### config.mk
export PLATFORM = sky130hd
export DESIGN_NAME = present_test_sequencer
export DESIGN_NICKNAME = d
export VERILOG_FILES = /design/src/rtl/present_test_sequencer_pkg.sv /design/src/rtl/present_seq_timer.sv /design/src/rtl/present_test_sequencer.sv
export SDC_FILE = /design/constraint.sdc
export NUM_CORES = 1
export LEC_CHECK = 0
export ABC_AREA = 1
export CORE_MARGIN = 2
export CORE_UTILIZATION = 40
export CTS_BUF_LIST = sky130_fd_sc_hd__clkbuf_16
export DETAILED_ROUTE_END_ITERATION = 12
export HOLD_SLACK_MARGIN = 0.02
export SYNTH_ARGS = -nofsm -noshare
export SYNTH_HDL_FRONTEND = slang
export SYNTH_HIERARCHICAL = 1
export SYNTH_SLANG_ARGS = --single-unit
### constraint.sdc
create_clock -name sig_mstr_clk -period 4.36 [get_ports sig_mstr_clk]
set_input_delay 0.436 -clock sig_mstr_clk [delete_from_list [all_inputs] [get_ports sig_mstr_clk]]
set_output_delay 0.436 -clock sig_mstr_clk [all_outputs]
set_load 0.03 [all_outputs]
### src/rtl/present_test_sequencer_pkg.sv
// Shared definitions for the PRESENT test sequencer.
// Contents: default interval constants, state encodings and state type,
// and the counter width helper (enough bits to hold the value N itself).
package present_test_sequencer_pkg;

  localparam int SETTLE_DEF     = 2;
  localparam int LOAD_BLANK_DEF = 2;
  localparam int TIMEOUT_DEF    = 40;

  // Fixed encodings keep the state values stable for anyone probing the
  // state register against older netlists.
  localparam logic [2:0] ENC_IDLE   = 3'd0;
  localparam logic [2:0] ENC_SETUP  = 3'd1;
  localparam logic [2:0] ENC_LOAD   = 3'd2;
  localparam logic [2:0] ENC_BLANK  = 3'd3;
  localparam logic [2:0] ENC_WAIT   = 3'd4;
  localparam logic [2:0] ENC_NEXT   = 3'd5;
  localparam logic [2:0] ENC_FINISH = 3'd6;

  typedef enum logic [2:0] {
    ST_IDLE   = ENC_IDLE,
    ST_SETUP  = ENC_SETUP,
    ST_LOAD   = ENC_LOAD,
    ST_BLANK  = ENC_BLANK,
    ST_WAIT   = ENC_WAIT,
    ST_NEXT   = ENC_NEXT,
    ST_FINISH = ENC_FINISH
  } seq_state_e;

  function automatic int cnt_width(input int n);
    return $clog2(n) + 1;
  endfunction

endpackage

### src/rtl/present_seq_timer.sv
// Loadable down-counter used for the settle, blanking and timeout intervals.
// Ports:
//   clk     - clock, posedge
//   rst     - synchronous active-high reset (count cleared)
//   load    - load value into the counter this edge
//   value   - count to load; interval length is value+1 cycles
//   expired - terminal count, high while the counter is zero
module present_seq_timer
  import present_test_sequencer_pkg::*;
#(
  parameter int WIDTH = 6
) (
  input  logic             clk,
  input  logic             rst,
  input  logic             load,
  input  logic [WIDTH-1:0] value,
  output logic             expired
);

  logic [WIDTH-1:0] cnt;

  always_ff @(posedge clk) begin
    if (rst) begin
      cnt <= '0;
    end else if (load) begin
      cnt <= value;
    end else if (cnt != '0) begin
      cnt <= cnt - WIDTH'(1);
    end
  end

  assign expired = (cnt == '0);

endmodule

### src/rtl/present_test_sequencer.sv
// Autonomous sweep controller for the PRESENT hardware test apparatus.
// Walks every test-case address, pulses load, waits a bounded time for the
// apparatus valid and tallies pass/fail results.
// Build option: PRESENT_SEQ_STOP_ON_FAIL_EN ends the sweep at the first timeout.
// Ports:
//   sig_mstr_clk       - master clock, posedge
//   sig_in_rst         - synchronous active-high reset
//   sig_in_start       - start a sweep (honoured only in IDLE or FINISH)
//   sig_in_valid       - apparatus pass indication
//   vec_out_sel_addr   - test-case address to apparatus
//   sig_out_load       - one-cycle load pulse
//   sig_out_busy       - sweep in progress
//   sig_out_done       - sweep finished, held until next start or reset
//   sig_out_all_pass   - no failures in the finished sweep
//   vec_out_pass_cnt   - number of passing cases
//   vec_out_fail_cnt   - number of timed-out cases
//   vec_out_first_fail - address of the first failing case, 0 if none
// SETTLE, LOAD_BLANK and TIMEOUT must each be at least 1.
module present_test_sequencer
  import present_test_sequencer_pkg::*;
#(
  parameter int TEST_CASE_SIZE = 32,
  parameter int SETTLE         = SETTLE_DEF,
  parameter int LOAD_BLANK     = LOAD_BLANK_DEF,
  parameter int TIMEOUT        = TIMEOUT_DEF,
  parameter int AW             = $clog2(TEST_CASE_SIZE),
  parameter int CW             = cnt_width(TEST_CASE_SIZE)
) (
  input  logic          sig_mstr_clk,
  input  logic          sig_in_rst,
  input  logic          sig_in_start,
  input  logic          sig_in_valid,
  output logic [AW-1:0] vec_out_sel_addr,
  output logic          sig_out_load,
  output logic          sig_out_busy,
  output logic          sig_out_done,
  output logic          sig_out_all_pass,
  output logic [CW-1:0] vec_out_pass_cnt,
  output logic [CW-1:0] vec_out_fail_cnt,
  output logic [AW-1:0] vec_out_first_fail
);

  localparam int TW = $clog2(SETTLE + LOAD_BLANK + TIMEOUT + 1);

  seq_state_e    state, state_n;
  logic [AW-1:0] addr_n, first_fail_n;
  logic [CW-1:0] pass_n, fail_n;
  logic          tmr_load, tmr_expired;
  logic [TW-1:0] tmr_value;

  present_seq_timer #(.WIDTH(TW)) u_timer (
    .clk     (sig_mstr_clk),
    .rst     (sig_in_rst),
    .load    (tmr_load),
    .value   (tmr_value),
    .expired (tmr_expired)
  );

  // The timer is reloaded with (interval-1) on entry to each timed state,
  // so the state is left in the cycle where the timer reads zero.
  always_comb begin
    state_n      = state;
    addr_n       = vec_out_sel_addr;
    pass_n       = vec_out_pass_cnt;
    fail_n       = vec_out_fail_cnt;
    first_fail_n = vec_out_first_fail;
    tmr_load     = 1'b0;
    tmr_value    = '0;
    unique case (state)
      ST_IDLE, ST_FINISH: begin
        if (sig_in_start) begin
          state_n      = ST_SETUP;
          addr_n       = '0;
          pass_n       = '0;
          fail_n       = '0;
          first_fail_n = '0;
          tmr_load     = 1'b1;
          tmr_value    = TW'(SETTLE - 1);
        end
      end
      ST_SETUP: begin
        if (tmr_expired) state_n = ST_LOAD;
      end
      ST_LOAD: begin
        state_n   = ST_BLANK;
        tmr_load  = 1'b1;
        tmr_value = TW'(LOAD_BLANK - 1);
      end
      ST_BLANK: begin
        if (tmr_expired) begin
          state_n   = ST_WAIT;
          tmr_load  = 1'b1;
          tmr_value = TW'(TIMEOUT - 1);
        end
      end
      ST_WAIT: begin
        // Valid takes priority, so valid on the last timeout cycle passes.
        if (sig_in_valid) begin
          pass_n  = vec_out_pass_cnt + CW'(1);
          state_n = ST_NEXT;
        end else if (tmr_expired) begin
          fail_n = vec_out_fail_cnt + CW'(1);
          if (vec_out_fail_cnt == '0) first_fail_n = vec_out_sel_addr;
`ifdef PRESENT_SEQ_STOP_ON_FAIL_EN
          state_n = ST_FINISH;
`else
          state_n = ST_NEXT;
`endif
        end
      end
      ST_NEXT: begin
        if (vec_out_sel_addr == AW'(TEST_CASE_SIZE - 1)) begin
          state_n = ST_FINISH;
        end else begin
          addr_n    = vec_out_sel_addr + AW'(1);
          state_n   = ST_SETUP;
          tmr_load  = 1'b1;
          tmr_value = TW'(SETTLE - 1);
        end
      end
      default: state_n = ST_IDLE;
    endcase
  end

  // Status flags are decoded from the next state so every output is a flop.
  always_ff @(posedge sig_mstr_clk) begin
    if (sig_in_rst) begin
      state              <= ST_IDLE;
      vec_out_sel_addr   <= '0;
      vec_out_pass_cnt   <= '0;
      vec_out_fail_cnt   <= '0;
      vec_out_first_fail <= '0;
      sig_out_load       <= 1'b0;
      sig_out_busy       <= 1'b0;
      sig_out_done       <= 1'b0;
      sig_out_all_pass   <= 1'b0;
    end else begin
      state              <= state_n;
      vec_out_sel_addr   <= addr_n;
      vec_out_pass_cnt   <= pass_n;
      vec_out_fail_cnt   <= fail_n;
      vec_out_first_fail <= first_fail_n;
      sig_out_load       <= (state_n == ST_LOAD);
      sig_out_busy       <= (state_n != ST_IDLE) && (state_n != ST_FINISH);
      sig_out_done       <= (state_n == ST_FINISH);
      sig_out_all_pass   <= (state_n == ST_FINISH) && (fail_n == '0);
    end
  end

endmodule

==> summary.log <==
qor: run_status.outcome finished, final reports clean
qor: route.drt_first_iter_violations 58
qor: clock_network.cts.path.max_buffers 2
qor: timing.finalHoldViolCount 0
qor: floorplanning.die_h 75.08 um
qor: clock_network.clkLatencyLatePin 0.28 ns
qor: hold_path.min_from u_timer/cnt[0]$_SDFFE_PP0P_
qor: yosys.avgSynthCellArea 6.920 um^2
qor: global_routing.initial_antenna_violation_count 0
qor: timing.fin_crit 2.124 ns
qor: route.drt-total-wl 4568 um
qor: yosys.yosysWarningCount 6
qor: place.detailed_place_hpwl 3494 um
qor: setup_path.r2r-end u_timer/cnt[1]$_SDFFE_PP0P_
qor: hold_path.timing.hold.worst_endpoint u_timer/cnt[0]$_SDFFE_PP0P_
qor: clock_network.cts_inserted_buffers 5
qor: route.drc 0
qor: timing.fmax 0.4708 GHz
qor: yosys.synthMuxAreaShare 0%
qor: power.max-vdd-ir-drop 0.2158 mV
qor: floorplanning.core_area 4786 um^2
qor: clock_network.sink_count_of_the_clock_tree 35
qor: timing.fin_setup_tns 0 ns
qor: power.overall_power_after_layout 1.378 mW
qor: power.power_switching_share 42.41%
qor: setup_path.worst-r2r-setup-slack 2.24 ns
qor: global_routing.number_of_global_route_vias_before_repair 1788
qor: power.power_per_cell_area 544.0 nW/um^2
qor: yosys.synth_compound_area_share 11.27%
qor: power.total_leakage_power 1.094 nW
qor: floorplanning.initial_core_utilization 42.22%
qor: route.detail-route-antenna-nets 0
qor: flow_run.drv.max_cap_violation_count 0
qor: setup_path.critPathCaptureType flop
qor: setup_path.worst-r2r-cell-count 12
qor: power.portion_of_total_power_attributed_to_sequential_cells 31.3%
qor: floorplanning.die_area 5636 um^2
qor: hold_path.hold_path.class reg -> reg
qor: clock_network.post_cts_clock_slew_at_the_launch_and_capture_registers_of_the_worst_setup_and_hold_paths 0.06 ns
qor: floorplanning.io-pin-count 30
qor: clock_network.cts.repair.resized 0
qor: global_routing.grt.overflow.total 0
qor: yosys.mappedNetlistArea 2021 um^2
qor: yosys.synth_top_cells_by_area dfxtp_1 35%, nand2_1 12%, nor2_1 8.2%
qor: setup_path.worstPathArrival 2.33 ns
qor: power.switching_power 0.5843 mW
qor: layout.antenna_cells 0
qor: route.avgViaCountPerCell 4.846
qor: timing.final_min_period_over_clock_period 48.72%
qor: clock_network.tritoncts yes
qor: yosys.post_synth_and_or_nand_nor_area_fraction 41.05%
qor: route.num_vias 1919
qor: layout.nNetsFinal 339
qor: setup_path.worst_setup_path_start_kind flop
qor: global_routing.global_route_total_usage_across_every_layer 18.01%
qor: layout.area.growth.synth_to_final 25.33%
qor: setup_path.cp_max_fo 10
qor: yosys.ys_types 35
qor: layout.most_common_cell_after_layout_fill_and_taps_aside nand2_1
qor: floorplanning.die_w 75.08 um
qor: yosys.synth_top_cell_by_area dfxtp_1
qor: clock_network.cts_setup_buffers 0
qor: yosys.synth.yosys.seq_area_share 34.67%
qor: clock_network.htreeDepth 2
qor: timing.rsz0062_at_grt false
qor: timing.fin_worst_hold_slack 0.4792 ns
qor: yosys.synth_top_cell_area_share 34.67%
qor: yosys.synth_top_family_by_area simple AND/OR/NAND/NOR gates
qor: power.clockPowerShare 24.7%
qor: clock_network.hold_buffers_post_cts 0
qor: yosys.synthCells 292
qor: route.detailedRoute.firstPassIterationCount 4
qor: layout.most_used_cells_in_the_layout_excluding_fill_and_tap_cells 67 x nand2_1, 44 x nor2_1, 35 x dfxtp_1, 29 x clkdlybuf4s50_1, 27 x inv_1
qor: setup_path.crit_type reg -> reg
qor: setup_path.worst_r2r_startpoint vec_out_sel_addr[0]$_SDFFE_PP0P_
qor: timing.fin_worst_skew 0.006538 ns
qor: power.power.share.combinational 44.1%
qor: setup_path.timing.critical_path.required 4.57 ns
qor: global_routing.maximum_number_of_pins_on_one_net_before_global_route_repair 20
qor: timing.maxSlewViolCount 0
qor: route.wire_per_inst 11.54 um
qor: yosys.synth_xor_xnor_area_share 0.8669%
qor: layout.fraction_of_layout_instances_using_a_drive_strength_above_1 12.77%
qor: yosys.synth-seq-cells 35
qor: place.place.port_buffers 29
qor: clock_network.clock-root-buffer clkbuf_16
qor: timing.setup_violations 0
qor: hold_path.min_delay_path_depth 2
qor: place.place_congestion 0.8588
qor: floorplanning.rows 25
qor: yosys.synth-adder-area-share 4.334%
qor: global_routing.global_route_wire_length_before_repair 7790 um
qor: power.p_int 0.7934 mW
[worst max-delay path by stage]
| stage | slack (ns) | start | to | cells past startpoint |
|---|---|---|---|---|
| after floorplan | 2.32 | vec_out_sel_addr[1]$_SDFFE_PP0P_ | u_timer/cnt[0]$_SDFFE_PP0P_ | 13 |
| after global placement | 2.22 | sig_in_valid | vec_out_first_fail[2]$_SDFFE_PP0P_ | 9 |
| after detailed placement | 2.23 | sig_in_valid | vec_out_first_fail[2]$_SDFFE_PP0P_ | 9 |
| after CTS | 2.25 | vec_out_sel_addr[0]$_SDFFE_PP0P_ | u_timer/cnt[0]$_SDFFE_PP0P_ | 12 |
| after global routing | 2.04 | vec_out_sel_addr[0]$_SDFFE_PP0P_ | u_timer/cnt[0]$_SDFFE_PP0P_ | 12 |
| final | 2.24 | vec_out_sel_addr[0]$_SDFFE_PP0P_ | u_timer/cnt[1]$_SDFFE_PP0P_ | 12 |
[state kept, by name, summed over array words and instances, names as in the netlist]
signal,flops
sig_out_all_pass,1
sig_out_busy,1
sig_out_done,1
sig_out_load,1
state,3
u_timer/cnt,6
vec_out_fail_cnt,6
vec_out_first_fail,5
vec_out_pass_cnt,6
vec_out_sel_addr,5
[cells in the mapped netlist]
cell / instances
nand2_1: 67
nor2_1: 44
dfxtp_1: 35
inv_1: 26
nand3_1: 24
a21oi_1: 21
inv_2: 9
o21ai_0: 8
ha_1: 7
nand2_2: 6
nor2_4: 5
nand4_1: 4
nand2_4: 3
nor2_2: 3
nor3_1: 3
nor3_2: 3
a21oi_2: 2
a31oi_1: 2
clkinv_1: 2
o21bai_1: 2
xor2_1: 2
a211oi_1: 1
a21o_1: 1
and3_1: 1
buf_6: 1
clkbuf_1: 1
conb_1: 1
nand4_4: 1
nor2_8: 1
nor3_4: 1
nor4_1: 1
o211a_1: 1
o211ai_1: 1
o21ai_1: 1
or2_1: 1
[power by group through the flow]
stage | Combinational (mW) | Clock, mW | Sequential [mW]
after global routing | 0.685 | 0.361 | 0.439
final | 0.607 | 0.340 | 0.431
after CTS | 0.612 | 0.351 | 0.430
after detailed placement | 0.609 | 0 | 0.437
after global placement | 0.605 | 0 | 0.437
after floorplan | 0.429 | 0 | 0.475
[layer usage]
| layer | part of all wire, % | global-route usage [%] | vias up |
|---|---|---|---|
| li1 | - | - | 1016 |
| met1 | 48 | 23.12 | 862 |
| met2 | 46 | 29.73 | 32 |
| met3 | 3.3 | 2.945 | 9 |
| met4 | 2.1 | 7.937 | 0 |
| met5 | 0 | 0 | - |
[critical path, cell delays in order, from the launching register on]
cell	delay, ns
dfxtp_1	0.38
ha_1	0.19
nand2_1	0.07
nor2_1	0.11
ha_1	0.27
nor3_4	0.08
nor2_1	0.12
nand3_1	0.27
inv_2	0.20
nand4_4	0.13
nand2_1	0.09
nand2_1	0.05
a21oi_1	0.10
[stage by stage]
step | util (%) | worst slack (ns) | cells | area (um^2)
6_report | 52.92 | 2.236 | 396 | 2532
3_5_place_dp | 49.96 | 2.228 | 388 | 2391
4_1_cts | 52.92 | 2.252 | 396 | 2532
5_1_grt | 52.92 | 2.041 | 396 | 2532
3_3_place_gp | 49.96 | 2.222 | 388 | 2391
2_1_floorplan | - | 2.321 | 293 | 2024
[final cells by class]
class                      instances  area [um^2]
clock buffer                       5        125.1
clock inverter                     3        16.27
fill                             490         2253
inverter                          37        138.9
multi-input combinational        219         1170
sequential                        35        700.7
tap                               67        83.83
timing repair buffer              30        297.8
[kinds of logic after synthesis]
kind of cell	after synthesis
flip-flops	35
adder cells (fa/ha/maj)	7
AND/OR/NAND/NOR	168
buffers and inverters	39
XOR/XNOR	2
other	1
AO/OA/AOI/OAI	40
Note: power is estimated with default switching activity, not from simulation.
